===== src/rtl/defines.vh =====
// Shared word size and the state encodings used by both handshake FSMs of the I/O port.
`ifndef SUBLEQ_DEFINES_VH
`define SUBLEQ_DEFINES_VH

`define WORD_SIZE 16

`define IO_IDLE 1'b0
`define IO_ACK  1'b1

`endif


===== src/rtl/subleq_io_port_pkg.sv =====
// Types shared by the SUBLEQ I/O port; the state enum reuses the encodings from defines.vh.
`include "defines.vh"

package subleq_io_port_pkg;

    typedef enum logic {
        IO_ST_IDLE = `IO_IDLE,
        IO_ST_ACK  = `IO_ACK
    } io_state_t;

endpackage


===== src/rtl/subleq_io_port_if.sv =====
// CPU-side 4-phase handshakes plus host-side rx/tx streams of the SUBLEQ I/O port.
interface subleq_io_port_if #(
    parameter int WIDTH = 16
);
    logic             in_req;
    logic             in_ack;
    logic [WIDTH-1:0] io_in;
    logic             eof;
    logic             out_req;
    logic             out_ack;
    logic [WIDTH-1:0] io_out;
    logic             rx_valid;
    logic             rx_ready;
    logic [WIDTH-1:0] rx_data;
    logic             rx_end;
    logic             tx_valid;
    logic             tx_ready;
    logic [WIDTH-1:0] tx_data;

    // The port itself.
    modport slave (
        input  in_req, out_req, io_out, rx_valid, rx_data, rx_end, tx_ready,
        output in_ack, io_in, eof, out_ack, rx_ready, tx_valid, tx_data
    );

    // Decoder plus host environment driving the port.
    modport master (
        output in_req, out_req, io_out, rx_valid, rx_data, rx_end, tx_ready,
        input  in_ack, io_in, eof, out_ack, rx_ready, tx_valid, tx_data
    );
endinterface


===== src/rtl/subleq_io_fifo.sv =====
// Synchronous FIFO with registered count; no bypass, so a pushed word is visible next cycle.
module subleq_io_fifo #(
    parameter int WIDTH = 16,
    parameter int DEPTH = 4
) (
    input  logic             clk,
    input  logic             rst_n,
    input  logic             push,
    input  logic [WIDTH-1:0] push_data,
    input  logic             pop,
    output logic [WIDTH-1:0] head,
    output logic             full,
    output logic             empty
);
    localparam int PW = $clog2(DEPTH);
    localparam int CW = PW + 1;

    logic [WIDTH-1:0] mem [DEPTH];
    logic [PW-1:0]    wr_ptr;
    logic [PW-1:0]    rd_ptr;
    logic [CW-1:0]    count;

    // NOTE: sequential state uses non-blocking assignments so all registers update together at the edge.
    always_ff @(posedge clk) begin
        if (!rst_n) begin
            wr_ptr <= '0;
            rd_ptr <= '0;
            count  <= '0;
        end else begin
            if (push) wr_ptr <= wr_ptr + 1'b1;
            if (pop)  rd_ptr <= rd_ptr + 1'b1;
            case ({push, pop})
                2'b10:   count <= count + 1'b1;
                2'b01:   count <= count - 1'b1;
                default: count <= count;
            endcase
        end
    end

    // NOTE: storage is deliberately not reset; emptiness comes from count, so stale words are never read.
    always_ff @(posedge clk) begin
        if (push) mem[wr_ptr] <= push_data;
    end

    assign head  = mem[rd_ptr];
    assign full  = (count == CW'(DEPTH));
    assign empty = (count == '0);
endmodule


===== src/rtl/subleq_io_port.sv =====
// SUBLEQ MMIO I/O responder: rx/tx FIFOs behind 4-phase CPU handshakes, plus eof generation.
// Optional SUBLEQ_IO_STATS_EN adds rd_count/wr_count handshake counters.
`include "defines.vh"

module subleq_io_port
    import subleq_io_port_pkg::*;
#(
    parameter int WIDTH = `WORD_SIZE,
    parameter int DEPTH = 4
) (
    input  logic              clk,
    input  logic              rst_n,
    subleq_io_port_if.slave   bus
`ifdef SUBLEQ_IO_STATS_EN
    ,
    output logic [WIDTH-1:0]  rd_count,
    output logic [WIDTH-1:0]  wr_count
`endif
);
    io_state_t        in_state, in_next;
    io_state_t        out_state, out_next;
    logic             rx_pop, rx_full, rx_empty;
    logic             tx_push, tx_pop, tx_full, tx_empty;
    logic [WIDTH-1:0] rx_head;
    logic [WIDTH-1:0] io_in_q;
    logic             eof_seen;

    subleq_io_fifo #(.WIDTH(WIDTH), .DEPTH(DEPTH)) u_rx_fifo (
        .clk       (clk),
        .rst_n     (rst_n),
        .push      (bus.rx_valid && !rx_full),
        .push_data (bus.rx_data),
        .pop       (rx_pop),
        .head      (rx_head),
        .full      (rx_full),
        .empty     (rx_empty)
    );

    subleq_io_fifo #(.WIDTH(WIDTH), .DEPTH(DEPTH)) u_tx_fifo (
        .clk       (clk),
        .rst_n     (rst_n),
        .push      (tx_push),
        .push_data (bus.io_out),
        .pop       (tx_pop),
        .head      (bus.tx_data),
        .full      (tx_full),
        .empty     (tx_empty)
    );

    // NOTE: every always_comb output gets a default first, so no path can infer a latch.
    always_comb begin
        in_next = in_state;
        rx_pop  = 1'b0;
        case (in_state)
            IO_ST_IDLE: if (bus.in_req && !rx_empty) begin
                rx_pop  = 1'b1;
                in_next = IO_ST_ACK;
            end
            IO_ST_ACK:  if (!bus.in_req) in_next = IO_ST_IDLE;
            default:    in_next = IO_ST_IDLE;
        endcase
    end

    always_comb begin
        out_next = out_state;
        tx_push  = 1'b0;
        case (out_state)
            IO_ST_IDLE: if (bus.out_req && !tx_full) begin
                tx_push  = 1'b1;
                out_next = IO_ST_ACK;
            end
            IO_ST_ACK:  if (!bus.out_req) out_next = IO_ST_IDLE;
            default:    out_next = IO_ST_IDLE;
        endcase
    end

    always_ff @(posedge clk) begin
        if (!rst_n) begin
            in_state  <= IO_ST_IDLE;
            out_state <= IO_ST_IDLE;
            io_in_q   <= '0;
            eof_seen  <= 1'b0;
        end else begin
            in_state  <= in_next;
            out_state <= out_next;
            if (rx_pop)      io_in_q  <= rx_head;
            if (bus.rx_end)  eof_seen <= 1'b1;
        end
    end

`ifdef SUBLEQ_IO_STATS_EN
    always_ff @(posedge clk) begin
        if (!rst_n) begin
            rd_count <= '0;
            wr_count <= '0;
        end else begin
            if (rx_pop)  rd_count <= rd_count + 1'b1;
            if (tx_push) wr_count <= wr_count + 1'b1;
        end
    end
`endif

    assign tx_pop       = !tx_empty && bus.tx_ready;
    assign bus.tx_valid = !tx_empty;
    assign bus.rx_ready = !rx_full;
    assign bus.in_ack   = (in_state == IO_ST_ACK);
    assign bus.out_ack  = (out_state == IO_ST_ACK);
    assign bus.io_in    = io_in_q;
    // Words queued before rx_end still drain first: eof waits for the rx FIFO to empty.
    assign bus.eof      = eof_seen && rx_empty;
endmodule


===== src/flat_wrapper.sv =====
// flat-port wrapper written by rule: the top's interface ports become plain ports
module subleq_io_port_flat import subleq_io_port_pkg::*;
#(
    parameter int WIDTH = `WORD_SIZE,
    parameter int DEPTH = 4
)
  (clk, rst_n, bus_in_req, bus_out_req, bus_io_out, bus_rx_valid, bus_rx_data, bus_rx_end, bus_tx_ready, bus_in_ack, bus_io_in, bus_eof, bus_out_ack, bus_rx_ready, bus_tx_valid, bus_tx_data);
  subleq_io_port_if #(.WIDTH(WIDTH)) bus_i ();
  input  logic clk;
  input  logic rst_n;
  input wire logic [$bits(bus_i.in_req)-1:0] bus_in_req;
  input wire logic [$bits(bus_i.out_req)-1:0] bus_out_req;
  input wire logic [$bits(bus_i.io_out)-1:0] bus_io_out;
  input wire logic [$bits(bus_i.rx_valid)-1:0] bus_rx_valid;
  input wire logic [$bits(bus_i.rx_data)-1:0] bus_rx_data;
  input wire logic [$bits(bus_i.rx_end)-1:0] bus_rx_end;
  input wire logic [$bits(bus_i.tx_ready)-1:0] bus_tx_ready;
  output wire logic [$bits(bus_i.in_ack)-1:0] bus_in_ack;
  output wire logic [$bits(bus_i.io_in)-1:0] bus_io_in;
  output wire logic [$bits(bus_i.eof)-1:0] bus_eof;
  output wire logic [$bits(bus_i.out_ack)-1:0] bus_out_ack;
  output wire logic [$bits(bus_i.rx_ready)-1:0] bus_rx_ready;
  output wire logic [$bits(bus_i.tx_valid)-1:0] bus_tx_valid;
  output wire logic [$bits(bus_i.tx_data)-1:0] bus_tx_data;
  assign bus_i.in_req = bus_in_req;
  assign bus_i.out_req = bus_out_req;
  assign bus_i.io_out = bus_io_out;
  assign bus_i.rx_valid = bus_rx_valid;
  assign bus_i.rx_data = bus_rx_data;
  assign bus_i.rx_end = bus_rx_end;
  assign bus_i.tx_ready = bus_tx_ready;
  assign bus_in_ack = bus_i.in_ack;
  assign bus_io_in = bus_i.io_in;
  assign bus_eof = bus_i.eof;
  assign bus_out_ack = bus_i.out_ack;
  assign bus_rx_ready = bus_i.rx_ready;
  assign bus_tx_valid = bus_i.tx_valid;
  assign bus_tx_data = bus_i.tx_data;
  subleq_io_port #(.WIDTH(WIDTH), .DEPTH(DEPTH)) u_core (.clk(clk), .rst_n(rst_n), .bus(bus_i));
endmodule

===== config.mk =====
export PLATFORM = sky130hd
export DESIGN_NAME = subleq_io_port_flat
export DESIGN_NICKNAME = d
export VERILOG_FILES = /design/src/rtl/subleq_io_port_pkg.sv /design/src/rtl/subleq_io_port_if.sv /design/src/rtl/subleq_io_fifo.sv /design/src/rtl/subleq_io_port.sv /design/src/flat_wrapper.sv
export VERILOG_INCLUDE_DIRS = /design/src /design/src/rtl
export SDC_FILE = /design/constraint.sdc
export NUM_CORES = 1
export LEC_CHECK = 0
export BUFFER_PORTS_ARGS = -buffer_cell sky130_fd_sc_hd__buf_2
export CORE_AREA = 3 3 131 133
export CTS_BUF_LIST = sky130_fd_sc_hd__clkbuf_4
export DETAILED_ROUTE_END_ITERATION = 8
export DIE_AREA = 0 0 134 136
export SLEW_MARGIN = 20
export SYNTH_ARGS = -nofsm -noshare
export SYNTH_HDL_FRONTEND = slang
export SYNTH_HIERARCHICAL = 1
export SYNTH_SLANG_ARGS = --single-unit
export TNS_END_PERCENT = 10

===== constraint.sdc =====
create_clock -name clk -period 2.4 [get_ports clk]
set_clock_uncertainty 0.1 [all_clocks]
set_input_delay 0.36 -clock clk [delete_from_list [all_inputs] [get_ports clk]]
set_output_delay 0.36 -clock clk [all_outputs]
set_load 0.01 [all_outputs]

==> qor.csv <==
metric,value,unit
status,completed,
Final Critical Period,2.27,ns
Yosys cell types,26,
Filler Cell Count,1379,
crit path capture type,output port,
vias after detailed routing,3330,
Area contributors post-synth,"edfxtp_1 60%, dfxtp_1 12%, mux4_2 7.1%",
post-DR wirelength/cell,16.4,um
GRT Util Overall,13.3,%
Max VDD drop,0.000530,V
gpl congestion,0.733,
post-layout instance area,7770,um^2
Fin Setup TNS,0,ns
Highest Clock Rate,440,MHz
most common cell in the netlist,edfxtp_1,
final setup violation count,0,
Min-Delay Path Class,in -> reg,
die height,136,um
Fin. Hold Viols,0,
max-cap violations,0,
I/O pin total,76,
CP Launch Type,flop,
Final nets,530,
Cell Rows,46,
first-pass GRT wire length,18.2,mm
initial antenna violation count,0,
Max stage delay on crit path,0.59,ns
H-tree levels,4,
Leak Pwr,0.00281,uW
Slew @ Worst Pin,0.512,ns
post-layout util,48.7,%
Cells after Synth,347,
post-layout worst setup margin,0.128,ns
I/O Buffers,75,
"flops & latches, synth",165,
YS warnings,6,
Placed Area,7020,um^2
"critical path fanouts, max",8,
Core Box Area,15900,um^2
clk buf depth,2,
Worst EP required,1.94,ns
post-DR vias/cell,4.70,
DIE WIDTH,134,um
Max Slew Vio Count,0,
post-CTS setup buffer count,0,
largest net degree at the start of global routing,52,
total wire length,11.6,mm
Synth top cells by count,"128 x edfxtp_1, 38 x nand2_1, 37 x dfxtp_1",
Top delay family on crit path,multiplexers,
CTS root buf,clkbuf_4,
Clock transition at path regs,0.13,ns
"Seq/Total Area, Yosys",71.8,%
syn nets,398,
Critical Path AT,1.81,ns
share of post-route cells with drive strength above 1,29.9,%
drt drc,0,
Area Overhead vs Synth,21.6,%
die area,18200,um^2
Async SR Flop Fraction,0,%
post-synth top area cell,edfxtp_1,
RSZ-0062 raised after global routing,false,
crit-path cells,buf_12 -> mux4_1 -> buf_2,
relative slew slack,65.6,%
CTS tree,built,
Antenna Cells,0,
final period utilization,94.7,%
"Primary FF master, synth",edfxtp_1,
area share of the largest cell type after synthesis,60.2,%
Initial DRC Count,193,
Initial Util,40.0,%
later-pin clock latency in the skew report,0.52,ns
global route total overflow,0,
PwrDens,966,nW/um^2
FF-to-FF setup slack,0.21,ns
first-pass detailed-route iteration total,4,
"worst slack, placed",0.189,ns
"non-filler cells, final",708,
Placed Cells,640,
CTS Sinks,165,
vias in the first global route,3446,
Netlist Area Pre-Place,6380,um^2
Crit Path Class,reg -> out,
dpl hpwl,7.03,mm
CP bufs+invs,2,
"Avg Cell Area, Syn",18.4,um^2
"EDFF count, synth",128,
cts bufs inserted,17,
Final ANT Viol Nets,0,
Critical Path Slowest Stage Cell,mux4_1,
[layout make-up]
type / count / area [um^2] / area share [%]
Clock inverter: 14 / 209 / 2.69
Sequential cell: 165 / 4590 / 59.1
Timing Repair Buffer: 127 / 883 / 11.4
Multi-Input combinational cell: 152 / 1620 / 20.9
Tap cell: 216 / 270 / 3.48
Inverter: 16 / 60.1 / 0.773
Clock buffer: 18 / 135 / 1.74
[sequential cells by signal, summed over array words and instances (netlist names), named ones only]
register	cells
u_core/u_rx_fifo/mem	64
u_core/u_tx_fifo/wr_ptr	2
u_core/u_rx_fifo/rd_ptr	2
u_core/bus.in_ack	1
u_core/bus.io_in	16
u_core/u_tx_fifo/mem	64
u_core/eof_seen	1
u_core/bus.out_ack	1
u_core/u_rx_fifo/count	3
u_core/u_tx_fifo/rd_ptr	2
u_core/u_tx_fifo/count	3
u_core/u_rx_fifo/wr_ptr	2
[logic make-up (layout without fill, tap and decap cells)]
group / Yosys count / in the layout / synth area share, %
buffers and inverters: 30 / 175 / 3.04
adders and majority gates: 12 / 12 / 2.59
and+or+nand+nor: 71 / 71 / 5.57
muxes: 50 / 50 / 14.8
AOI/OAI and AO/OA: 9 / 9 / 0.823
xor gates and xnor gates: 10 / 10 / 1.37
DFF: 165 / 165 / 71.8
[where the power goes]
group | internal, uW | switching [uW] | total (uW) | leakage, uW
combinational | 1010 | 990 | 2000 | 0.00116
clock | 937 | 928 | 1860 | 0.000177
sequential | 3480 | 157 | 3630 | 0.00148
total | 5420 | 2070 | 7500 | 0.00281
[layout by cell type (no fill, tap or decap), types with 5 or more instances in the layout]
cell,synthesis,layout
xor2_1,6,6
dfxtp_1,37,36
mux2i_1,18,18
buf_4,0,15
nand2_1,38,38
edfxtp_1,128,128
buf_2,8,75
and2_1,20,20
ha_1,10,10
mux4_1,12,12
bufinv_16,0,5
dlygate4sd3_1,0,35
clkbuf_4,0,18
mux4_2,20,20
inv_1,16,16
[metal layers]
| metal | vias to the layer above | part of all wire [%] | global-route usage, % |
|---|---|---|---|
| met4 | 0 | 1.0 | 4.46 |
| met1 | 1663 | 43 | 15.9 |
| met2 | 84 | 51 | 22.7 |
| li1 | 1574 | - | - |
| met5 | - | 0 | 0 |
| met3 | 9 | 5.0 | 4.37 |
[through the flow]
stage | hold WS (ns) | total power [uW]
after floorplan | 0.332 | 5090
after global placement | 0.342 | 5550
after detailed placement | 0.348 | 5610
after CTS | 0.242 | 7560
after global routing | 0.260 | 7930
final | 0.294 | 7500
[worst reg2reg max path: cells and delay by family (launching register included)]
kind	cells	cell delay, ns
AO/OA/AOI/OAI	1	0.18
XOR/XNOR	1	0.16
adder cells (fa/ha/maj)	2	0.55
buffers and inverters	3	0.21
flip-flops	1	0.36
AND/OR/NAND/NOR	3	0.56
[final timing paths]
| check | start | endpoint | cells past startpoint |
|---|---|---|---|
| setup / recovery | flop | bus_tx_data[1] | 3 |
| hold / removal | bus_tx_ready | u_core/u_tx_fifo/rd_ptr[0]$_SDFFE_PN0P_ | 4 |
| setup reg to reg | u_core/u_tx_fifo/count[0]$_SDFFE_PN0P_ | u_core/u_tx_fifo/count[2]$_SDFFE_PN0P_ | 10 |
| hold reg to reg | u_core/bus.io_in[3]$_SDFFE_PN0P_ | u_core/bus.io_in[3]$_SDFFE_PN0P_ | 2 |
[timing repair]
action | 4_1_cts | 5_1_grt
hold buffers | 35 | 0
hold endpoints to repair | 131 | 0
cloned | 0 | 1
resized for setup | 3 | 4
setup endpoints to repair | 14 | 4
No activity file was read; power rests on OpenSTA's default activity.
